File: config.mk
export PLATFORM = sky130hd
export DESIGN_NAME = rename_ctrl
export DESIGN_NICKNAME = d
export VERILOG_FILES = /design/src/rtl/rename_ctrl_pkg.sv /design/src/rtl/rename_ctrl_tag_alloc.sv /design/src/rtl/rename_ctrl.sv
export SDC_FILE = /design/constraint.sdc
export NUM_CORES = 1
export LEC_CHECK = 0
export BUFFER_PORTS_ARGS = -buffer_cell sky130_fd_sc_hd__buf_2
export CORE_AREA = 2 2 398 400
export CTS_BUF_LIST = sky130_fd_sc_hd__clkbuf_2 sky130_fd_sc_hd__clkbuf_4 sky130_fd_sc_hd__clkbuf_8
export CTS_CLUSTER_SIZE = 20
export DETAILED_ROUTE_END_ITERATION = 7
export DIE_AREA = 0 0 400 402
export GPL_ROUTABILITY_DRIVEN = 1
export PLACE_DENSITY = 0.33
export SYNTH_ARGS = -nofsm -noshare
export SYNTH_HDL_FRONTEND = slang
export SYNTH_SLANG_ARGS = --single-unit
File: constraint.sdc
create_clock -name clk -period 3.9 [get_ports clk]
set_clock_uncertainty 0.05 [all_clocks]
set_input_delay 0 -clock clk [delete_from_list [all_inputs] [get_ports clk]]
set_output_delay 0 -clock clk [all_outputs]
set_load 0.005 [all_outputs]
File: src/rtl/rename_ctrl_pkg.sv
// Shared core definitions for the rename stage: decoded-packet geometry,
// register-pool and checkpoint sizing, and small combinational helpers.
package rename_ctrl_pkg;

   // Core geometry that the decoded packet layout is built from
   localparam int SIZE_SPECIAL_REG    = 2;
   localparam int LDST_TYPES_LOG      = 2;
   localparam int INST_TYPES_LOG      = 2;
   localparam int SIZE_IMMEDIATE      = 16;
   localparam int SIZE_RMT_LOG        = 5;
   localparam int SIZE_OPCODE_I       = 8;
   localparam int SIZE_PC             = 32;
   localparam int SIZE_CTI_LOG        = 2;

   // Register pool and branch checkpoint sizing
   localparam int SIZE_RMT            = 32;
   localparam int SIZE_PHYSICAL_TABLE = 96;
   localparam int SIZE_PHYSICAL_LOG   = 7;
   localparam int CORE_CHECKPOINTS    = 8;
   localparam int CHECKPOINTS_LOG     = 3;
   localparam int BRANCH_COUNT        = 3;
   localparam int DISPATCH_WIDTH      = 4;

   // Full decoded packet width
   localparam int CORE_PKT_W = 2*SIZE_SPECIAL_REG + 3 + LDST_TYPES_LOG + INST_TYPES_LOG
                             + SIZE_IMMEDIATE + 1 + 3*SIZE_RMT_LOG + 3 + SIZE_OPCODE_I
                             + 2*SIZE_PC + SIZE_CTI_LOG + 1;

   // Position of the "is a control-transfer" flag inside a packet
   localparam int CORE_BRANCH_BIT = 3 + LDST_TYPES_LOG + INST_TYPES_LOG + SIZE_IMMEDIATE + 1
                                  + 3*SIZE_RMT_LOG + 3 + SIZE_OPCODE_I + 2*SIZE_PC
                                  + SIZE_CTI_LOG;

   // Physical registers that are free once the architectural map is populated
   localparam int CORE_FREE_REGS = SIZE_PHYSICAL_TABLE - SIZE_RMT;

   // Free-count width holds 0..SIZE_PHYSICAL_TABLE inclusive
   localparam int FREE_W = SIZE_PHYSICAL_LOG + 1;

   typedef logic [CHECKPOINTS_LOG-1:0] tag_t;
   typedef logic [FREE_W-1:0]          free_cnt_t;

   // Number of set bits in a four-slot mask (0..4)
   function automatic logic [2:0] popcount4(input logic [3:0] v);
      popcount4 = 3'(v[0]) + 3'(v[1]) + 3'(v[2]) + 3'(v[3]);
   endfunction

endpackage

File: src/rtl/rename_ctrl_tag_alloc.sv
// Branch checkpoint allocator: tracks unresolved branches in flight, owns the
// rotating tag pointer and hands out one tag per branch slot in slot order.
module rename_tag_alloc
   import rename_ctrl_pkg::*;
#(
   parameter int CHECKPOINTS = CORE_CHECKPOINTS
) (
   input  logic                                clk,
   input  logic                                reset,
   input  logic                                flush_i,
   input  logic                                fire_i,
   input  logic [3:0]                          branch_slots_i,
   input  logic [BRANCH_COUNT-1:0]             branch_count_i,
   input  logic [2:0]                          branch_resolved_i,
   output logic                                ckpt_full_o,
   output logic [3:0][CHECKPOINTS_LOG-1:0]     slot_tag_o
);

   // Outstanding holds 0..CHECKPOINTS inclusive; sums get headroom for +7
   localparam int OUT_W = $clog2(CHECKPOINTS + 1);
   localparam int SUM_W = OUT_W + 3;

   logic [OUT_W-1:0] outstanding_q, outstanding_d;
   tag_t             tag_ptr_q, tag_ptr_d;
   logic [2:0]       rank;
   logic [2:0]       nbranch;
   logic [SUM_W-1:0] demand;
   logic [SUM_W-1:0] credit;

   // Would accepting this window's branches overrun the checkpoint pool?
   always_comb begin
      demand      = SUM_W'(outstanding_q) + SUM_W'(branch_count_i);
      ckpt_full_o = (demand > SUM_W'(CHECKPOINTS));
   end

   // Assign consecutive tags to branch slots, lowest slot first, wrapping
   always_comb begin
      rank = 3'd0;
      for (int i = 0; i < 4; i++) begin
         slot_tag_o[i] = '0;
         if (branch_slots_i[i]) begin
            slot_tag_o[i] = CHECKPOINTS_LOG'((int'(tag_ptr_q) + int'(rank)) % CHECKPOINTS);
            rank          = rank + 3'd1;
         end
      end
      nbranch = rank;
   end

   // Next checkpoint occupancy and pointer; a flush discards all speculation
   always_comb begin
      credit        = SUM_W'(outstanding_q) + (fire_i ? SUM_W'(branch_count_i) : '0);
      outstanding_d = outstanding_q;
      tag_ptr_d     = tag_ptr_q;
      if (flush_i) begin
         outstanding_d = '0;
         tag_ptr_d     = '0;
      end else begin
         outstanding_d = OUT_W'(credit - SUM_W'(branch_resolved_i));
         if (fire_i) begin
            tag_ptr_d = tag_t'((int'(tag_ptr_q) + int'(nbranch)) % CHECKPOINTS);
         end
      end
   end

   // Checkpoint state registers
   always_ff @(posedge clk) begin
      if (reset) begin
         outstanding_q <= '0;
         tag_ptr_q     <= '0;
      end else begin
         outstanding_q <= outstanding_d;
         tag_ptr_q     <= tag_ptr_d;
      end
   end

   // Commit can never resolve more branches than are in flight
   a_no_underflow : assert property (@(posedge clk) disable iff (reset)
      flush_i || (credit >= SUM_W'(branch_resolved_i)));

endmodule

File: src/rtl/rename_ctrl.sv
// Rename-stage controller: decides whether the four-wide dispatch window can be
// renamed this cycle (enough free physical registers and branch checkpoints),
// latches accepted windows with their branch tags, and keeps the free pool count.
module rename_ctrl
   import rename_ctrl_pkg::*;
#(
   parameter int PKT_W       = CORE_PKT_W,
   parameter int FREE_REGS   = CORE_FREE_REGS,
   parameter int CHECKPOINTS = CORE_CHECKPOINTS
) (
   input  logic                         clk,
   input  logic                         reset,
   input  logic                         flush_i,
   input  logic                         instBufferReady_i,
   input  logic [PKT_W-1:0]             decodedPacket0_i,
   input  logic [PKT_W-1:0]             decodedPacket1_i,
   input  logic [PKT_W-1:0]             decodedPacket2_i,
   input  logic [PKT_W-1:0]             decodedPacket3_i,
   input  logic [3:0]                   destVector_i,
   input  logic [BRANCH_COUNT-1:0]      branchCount_i,
   input  logic [2:0]                   freedRegs_i,
   input  logic [2:0]                   branchResolved_i,
   input  logic                         dispatchStall_i,
   output logic                         stall_o,
   output logic                         renameReady_o,
   output logic [PKT_W-1:0]             decodedPacket0_o,
   output logic [PKT_W-1:0]             decodedPacket1_o,
   output logic [PKT_W-1:0]             decodedPacket2_o,
   output logic [PKT_W-1:0]             decodedPacket3_o,
   output logic [CHECKPOINTS_LOG-1:0]   branchTag0_o,
   output logic [CHECKPOINTS_LOG-1:0]   branchTag1_o,
   output logic [CHECKPOINTS_LOG-1:0]   branchTag2_o,
   output logic [CHECKPOINTS_LOG-1:0]   branchTag3_o,
   output logic [SIZE_PHYSICAL_LOG:0]   freeCount_o
);

   logic [3:0][PKT_W-1:0]           pkt_in;
   logic [3:0][PKT_W-1:0]           pkt_q, pkt_d;
   logic [3:0][CHECKPOINTS_LOG-1:0] slot_tag;
   logic [3:0][CHECKPOINTS_LOG-1:0] tag_q, tag_d;
   logic [3:0]                      branch_slots;
   logic [2:0]                      need;
   logic                            ckpt_full;
   logic                            stall;
   logic                            fire;
   logic                            ready_q, ready_d;
   free_cnt_t                       free_count_q, free_count_d;

   assign pkt_in = {decodedPacket3_i, decodedPacket2_i, decodedPacket1_i, decodedPacket0_i};

   // Branch flag of each slot selects which slots consume a checkpoint tag
   always_comb begin
      for (int i = 0; i < 4; i++) begin
         branch_slots[i] = pkt_in[i][CORE_BRANCH_BIT];
      end
   end

   rename_tag_alloc #(
      .CHECKPOINTS       (CHECKPOINTS)
   ) u_tag_alloc (
      .clk               (clk),
      .reset             (reset),
      .flush_i           (flush_i),
      .fire_i            (fire),
      .branch_slots_i    (branch_slots),
      .branch_count_i    (branchCount_i),
      .branch_resolved_i (branchResolved_i),
      .ckpt_full_o       (ckpt_full),
      .slot_tag_o        (slot_tag)
   );

   // Accept decision: resources are checked against current state only, so
   // registers released this cycle become usable from the next cycle on
   always_comb begin
      need  = popcount4(destVector_i);
      stall = dispatchStall_i | (free_count_q < FREE_W'(need)) | ckpt_full;
      fire  = instBufferReady_i & ~stall & ~flush_i;
   end

   // Free pool: allocation and commit release apply together; flush keeps it
   always_comb begin
      free_count_d = free_count_q - (fire ? FREE_W'(need) : '0) + FREE_W'(freedRegs_i);
   end

   // Output latch: flush drops the window, back-pressure holds it, otherwise
   // an idle cycle empties it
   always_comb begin
      ready_d = ready_q;
      pkt_d   = pkt_q;
      tag_d   = tag_q;
      if (flush_i) begin
         ready_d = 1'b0;
      end else if (fire) begin
         ready_d = 1'b1;
         pkt_d   = pkt_in;
         tag_d   = slot_tag;
      end else if (!dispatchStall_i) begin
         ready_d = 1'b0;
      end
   end

   // State registers; reset wins over every other input
   always_ff @(posedge clk) begin
      if (reset) begin
         free_count_q <= FREE_W'(FREE_REGS);
         ready_q      <= 1'b0;
         pkt_q        <= '0;
         tag_q        <= '0;
      end else begin
         free_count_q <= free_count_d;
         ready_q      <= ready_d;
         pkt_q        <= pkt_d;
         tag_q        <= tag_d;
      end
   end

   assign stall_o          = stall;
   assign renameReady_o    = ready_q;
   assign decodedPacket0_o = pkt_q[0];
   assign decodedPacket1_o = pkt_q[1];
   assign decodedPacket2_o = pkt_q[2];
   assign decodedPacket3_o = pkt_q[3];
   assign branchTag0_o     = tag_q[0];
   assign branchTag1_o     = tag_q[1];
   assign branchTag2_o     = tag_q[2];
   assign branchTag3_o     = tag_q[3];
   assign freeCount_o      = free_count_q;

   // Commit can only return registers that were handed out
   a_free_bound : assert property (@(posedge clk) disable iff (reset)
      free_count_q <= FREE_W'(FREE_REGS));

endmodule

==> impl_metrics.py, run 1 <==
metrics = {
    "synth": {
        "ys_ff_latch": 512,
        "synth.most_common_cell": "dfxtp_1",
        "ys_seq_area_share_pct": 50.0,
        "synth_cell_types": 44,
        "synthTopCellsByArea": "dfxtp_1, a21oi_1, nand3_1",
        "synth_top_area_cell": "dfxtp_1",
        "synth_common_cells": "dfxtp_1, a21oi_1, nand3_1",
        "synth_warnings": 0,
        "synthArstFlopShare_pct": 0,
        "synth_top_area_share_pct": 50.0,
        "syn_nets": 3009,
        "syn_avg_cell_area_um2": 8.31,
        "synthCells": 2466,
        "netlist_area_um2": 20500,
        "yosys_most_used_dff": "dfxtp_1",
        "synth_edf_count": 0,
    },
    "clock_network": {
        "htree_levels": 3,
        "clock-sinks": 512,
        "root_buffer": "clkbuf_8",
        "clock_path_buffers": 3,
        "holdBufCountCts": 1102,
        "cts_resized": 2,
        "cts_buffers": 108,
        "cts_setup_buffers": 0,
    },
    "run_status": {
        "first-error": "[ERROR RSZ-0060] Max buffer count reached.",
        "status": "did not finish",
        "stop_stage": "clock tree synthesis (4_1_cts)",
    },
    "floorplan": {
        "die_w_um": 400,
        "pin_count": 1008,
        "die_h_um": 402,
        "row_count": 146,
        "initial_core_util_pct": 13.0,
    },
    "placed_design": {
        "dp_slack_ns": -0.105,
        "io_buffer_count": 1007,
        "dp_hpwl_um": 78700,
        "place_congestion": 0.786,
    },
}
[metrics by stage]
| stage | cells | area (um2) | util [%] | hold WS, ns | TNS (ns) |
|---|---|---|---|---|---|
| after floorplan | 2466 | 20600 | - | 0.0825 | -0.00170 |
| after detailed placement | 5317 | 27500 | 17.5 | 0.208 | -0.205 |
| after global placement | 5317 | 27500 | 17.5 | 0.203 | -0.264 |
[logic make-up after synthesis]
logic type / count (synthesis) / synth area share [%]
DFF: 512 / 50.0
buffers and inverters: 321 / 7.38
AOI/OAI and AO/OA: 1023 / 25.3
muxes: 3 / 0.153
xor gates and xnor gates: 14 / 0.598
adders and majority gates: 41 / 2.91
and+or+nand+nor: 552 / 13.6
==> run 2, diff against run 1 <==
==> config.mk (replaced) <==
export PLATFORM = sky130hd
export DESIGN_NAME = rename_ctrl
export DESIGN_NICKNAME = d
export VERILOG_FILES = /design/src/rtl/rename_ctrl_pkg.sv /design/src/rtl/rename_ctrl_tag_alloc.sv /design/src/rtl/rename_ctrl.sv
export SDC_FILE = /design/constraint.sdc
export NUM_CORES = 1
export LEC_CHECK = 0
export BUFFER_PORTS_ARGS = -buffer_cell sky130_fd_sc_hd__buf_2
export CORE_AREA = 2 2 387 389
export DETAILED_ROUTE_END_ITERATION = 7
export DIE_AREA = 0 0 389 391
export GPL_ROUTABILITY_DRIVEN = 1
export PLACE_DENSITY_LB_ADDON = 0.15
export SYNTH_ARGS = -nofsm -noshare
export SYNTH_HDL_FRONTEND = slang
export SYNTH_SLANG_ARGS = --single-unit
==> constraint.sdc (replaced) <==
create_clock -name clk -period 5.07 [get_ports clk]
set_clock_uncertainty 0.05 [all_clocks]
set_input_delay 0 -clock clk [delete_from_list [all_inputs] [get_ports clk]]
set_output_delay 0 -clock clk [all_outputs]
set_load 0.005 [all_outputs]
==> impl_metrics.py, run 2 <==
metrics = {
    "run_status": {
        "status": "finished, final reports clean",
    },
    "synth": {
        "syn_nets": 3009,
        "synth_top_area_share_pct": 50.0,
        "syn_avg_cell_area_um2": 8.31,
        "netlist_area_um2": 20500,
        "synthArstFlopShare_pct": 0,
        "synth_cell_types": 44,
        "synth_common_cells": "dfxtp_1, a21oi_1, nand3_1",
        "synth_warnings": 0,
        "synth.most_common_cell": "dfxtp_1",
        "yosys_most_used_dff": "dfxtp_1",
        "synthTopCellsByArea": "dfxtp_1, a21oi_1, nand3_1",
        "synth_edf_count": 0,
        "synth_top_area_cell": "dfxtp_1",
        "ys_seq_area_share_pct": 50.0,
        "synthCells": 2466,
        "ys_ff_latch": 512,
    },
    "detailed_routing": {
        "post_drt_wl_per_cell_um": 19.0,
        "antenna_left": 0,
        "drcViolationCount": 0,
        "wl_um": 113000,
        "viasPerCell": 4.14,
        "dr.pass1.iters": 5,
        "drt-initial-drc-count": 1043,
        "vias": 24500,
    },
    "setup_path": {
        "worstSetupStartpointType": "flip-flop",
        "critPathKind": "flip-flop to flip-flop",
        "r2r_slack_ns": 1.0,
        "critPathMaxFanout": 16,
        "cp.required_ns": 5.55,
        "crit_arrival_ns": 4.55,
        "critPathCaptureType": "flip-flop",
    },
    "sta": {
        "setup_viol": 0,
        "rsz0062_at_grt": "false",
        "max_freq_ghz": 0.246,
        "report.final.slew_viol_count": 0,
        "period_share_pct": 80.3,
        "worst_slew_margin_rel_pct": 26.9,
        "hold_viol": 0,
        "fin_setup_tns_ns": 0,
        "worst_pin_slew_ns": 1.10,
        "fin_crit_ns": 4.07,
    },
    "clock_network": {
        "root_buffer": "clkbuf_16",
        "clock-sinks": 512,
        "htree_levels": 3,
        "cts_tree": "yes",
        "cts_buffers": 72,
        "cts_resized": 0,
        "insertion_delay_ns": 0.64,
        "clock_path_buffers": 3,
        "clk_pin_slew_ns": 0.06,
    },
    "power": {
        "swShare_pct": 32.8,
        "vdd_drop_max_mv": 0.207,
        "pwr-share-comb_pct": 23.8,
        "power_frac_clock_pct": 41.2,
        "switching_power_w": 0.00416,
        "cellPowerDensity_nw_per_um2": 355,
        "power_frac_seq_pct": 35.0,
        "p_leak_nw": 15.0,
        "p_int_w": 0.00852,
    },
    "final_layout": {
        "layout.nets": 4468,
        "final_util_pct": 24.1,
        "final_area_um2": 35800,
        "drive_gt1_share_pct": 29.2,
        "final_common_cell": "buf_2",
        "final_cell_mix": "buf_2, dlygate4sd3_1, dfxtp_1",
        "area_delta_synth_final_pct": 74.5,
    },
    "global_routing": {
        "grt_max_degree": 173,
        "grt.overflow.total": 0,
        "antenna_found_initial": 6,
        "track_usage_pct": 13.9,
        "use_met2_pct": 23.0,
        "met1_usage_pct": 16.8,
        "grt_pass1_vias": 24800,
        "grt.busiest_layer": "met2",
        "use_met3_pct": 3.99,
        "grt_pass1_wl_um": 163000,
    },
    "floorplan": {
        "pin_count": 1008,
        "initial_core_util_pct": 13.8,
        "row_count": 142,
        "die_w_um": 389,
        "core_um2": 149000,
        "dieArea_um2": 152000,
        "die_h_um": 391,
    },
    "placed_design": {
        "dp_hpwl_um": 74500,
        "place_congestion": 0.768,
        "io_buffer_count": 1007,
        "place_area_um2": 27000,
    },
    "flow_run": {
        "drv_cap": 0,
    },
    "worst_hold_path": {
        "hold_class": "primary input to flip-flop",
    },
}
-- run 2: worst paths after layout --
kind / from / end / cells past startpoint
setup / recovery: u_tag_alloc.outstanding_q[0] / u_tag_alloc.outstanding_q[2] / 13
setup reg to reg: u_tag_alloc.outstanding_q[0] / u_tag_alloc.outstanding_q[2] / 13
hold reg to reg: decodedPacket2_o[85] / decodedPacket2_o[85] / 2
hold / removal: decodedPacket3_i[109] / decodedPacket3_o[109] / 4
-- run 2: cell families (layout without fill, tap and decap cells) --
logic type                 count (synthesis)  count (layout)  share of synthesized area, %
AOI/OAI and AO/OA                       1023            1023                          25.3
xor gates and xnor gates                  14              14                         0.598
DFF                                      512             512                          50.0
adders and majority gates                 41              41                          2.91
buffers and inverters                    321            1831                          7.38
and+or+nand+nor                          552             552                          13.6
muxes                                      3               3                         0.153
other                                      0               2                             0
-- run 2: worst max-delay path, cell delays in order, from the launching register on --
cell	delay, ns
dfxtp_1	0.35
ha_1	0.19
inv_1	0.06
fa_1	0.48
nand2b_1	0.07
o22ai_2	0.29
o21a_4	0.33
buf_4	0.30
nand3_1	0.13
fa_1	0.50
fa_1	0.46
xor2_1	0.14
dlygate4sd3_1	0.56
nor2_1	0.04
-- run 2: power groups by stage --
stage          sequential, W  combinational [W]  clock, W
2_1_floorplan        0.00452            0.00153         0
3_3_place_gp         0.00452            0.00265         0
3_5_place_dp         0.00452            0.00264         0
4_1_cts              0.00444            0.00307   0.00547
5_1_grt              0.00447            0.00331   0.00561
6_report             0.00444            0.00301   0.00523
-- run 2: stage by stage --
step           setup WS (ns)  hold slack (ns)  std cells  power [W]
2_1_floorplan          0.902           0.0825       2466    0.00606
6_report               0.997           0.0955       5922     0.0127
5_1_grt                0.753           0.0485       5922     0.0134
3_3_place_gp           0.627            0.204       5164    0.00718
3_5_place_dp           0.672            0.209       5164    0.00716
4_1_cts                0.947        0.0000216       5920     0.0130
-- run 2: area by class of cell --
cell class              count  area, um2
flip-flops and latches    512      10200
clock buffers             104       2100
clock inverters            21        312
diodes                      2       5.00
inverters                  38        143
well taps                1944       2430
multi-input cells        1633       8750
fillers                 16600     113000
repair buffers           1668      11800
-- run 2: metal layers --
metal | vias up | wire length [um]
li1 | 11700 | -
met1 | 11900 | 47300
met2 | 762 | 53700
met3 | 175 | 7410
met4 | 4 | 4140
met5 | - | 27
-- run 2: what timing repair did --
action,in CTS,in global routing
buffers inserted,0,0
hold buffers,631,0
endpoints found under the hold margin,509,0
endpoints found under the setup margin,0,0
Note: power is estimated with default switching activity, not from simulation.
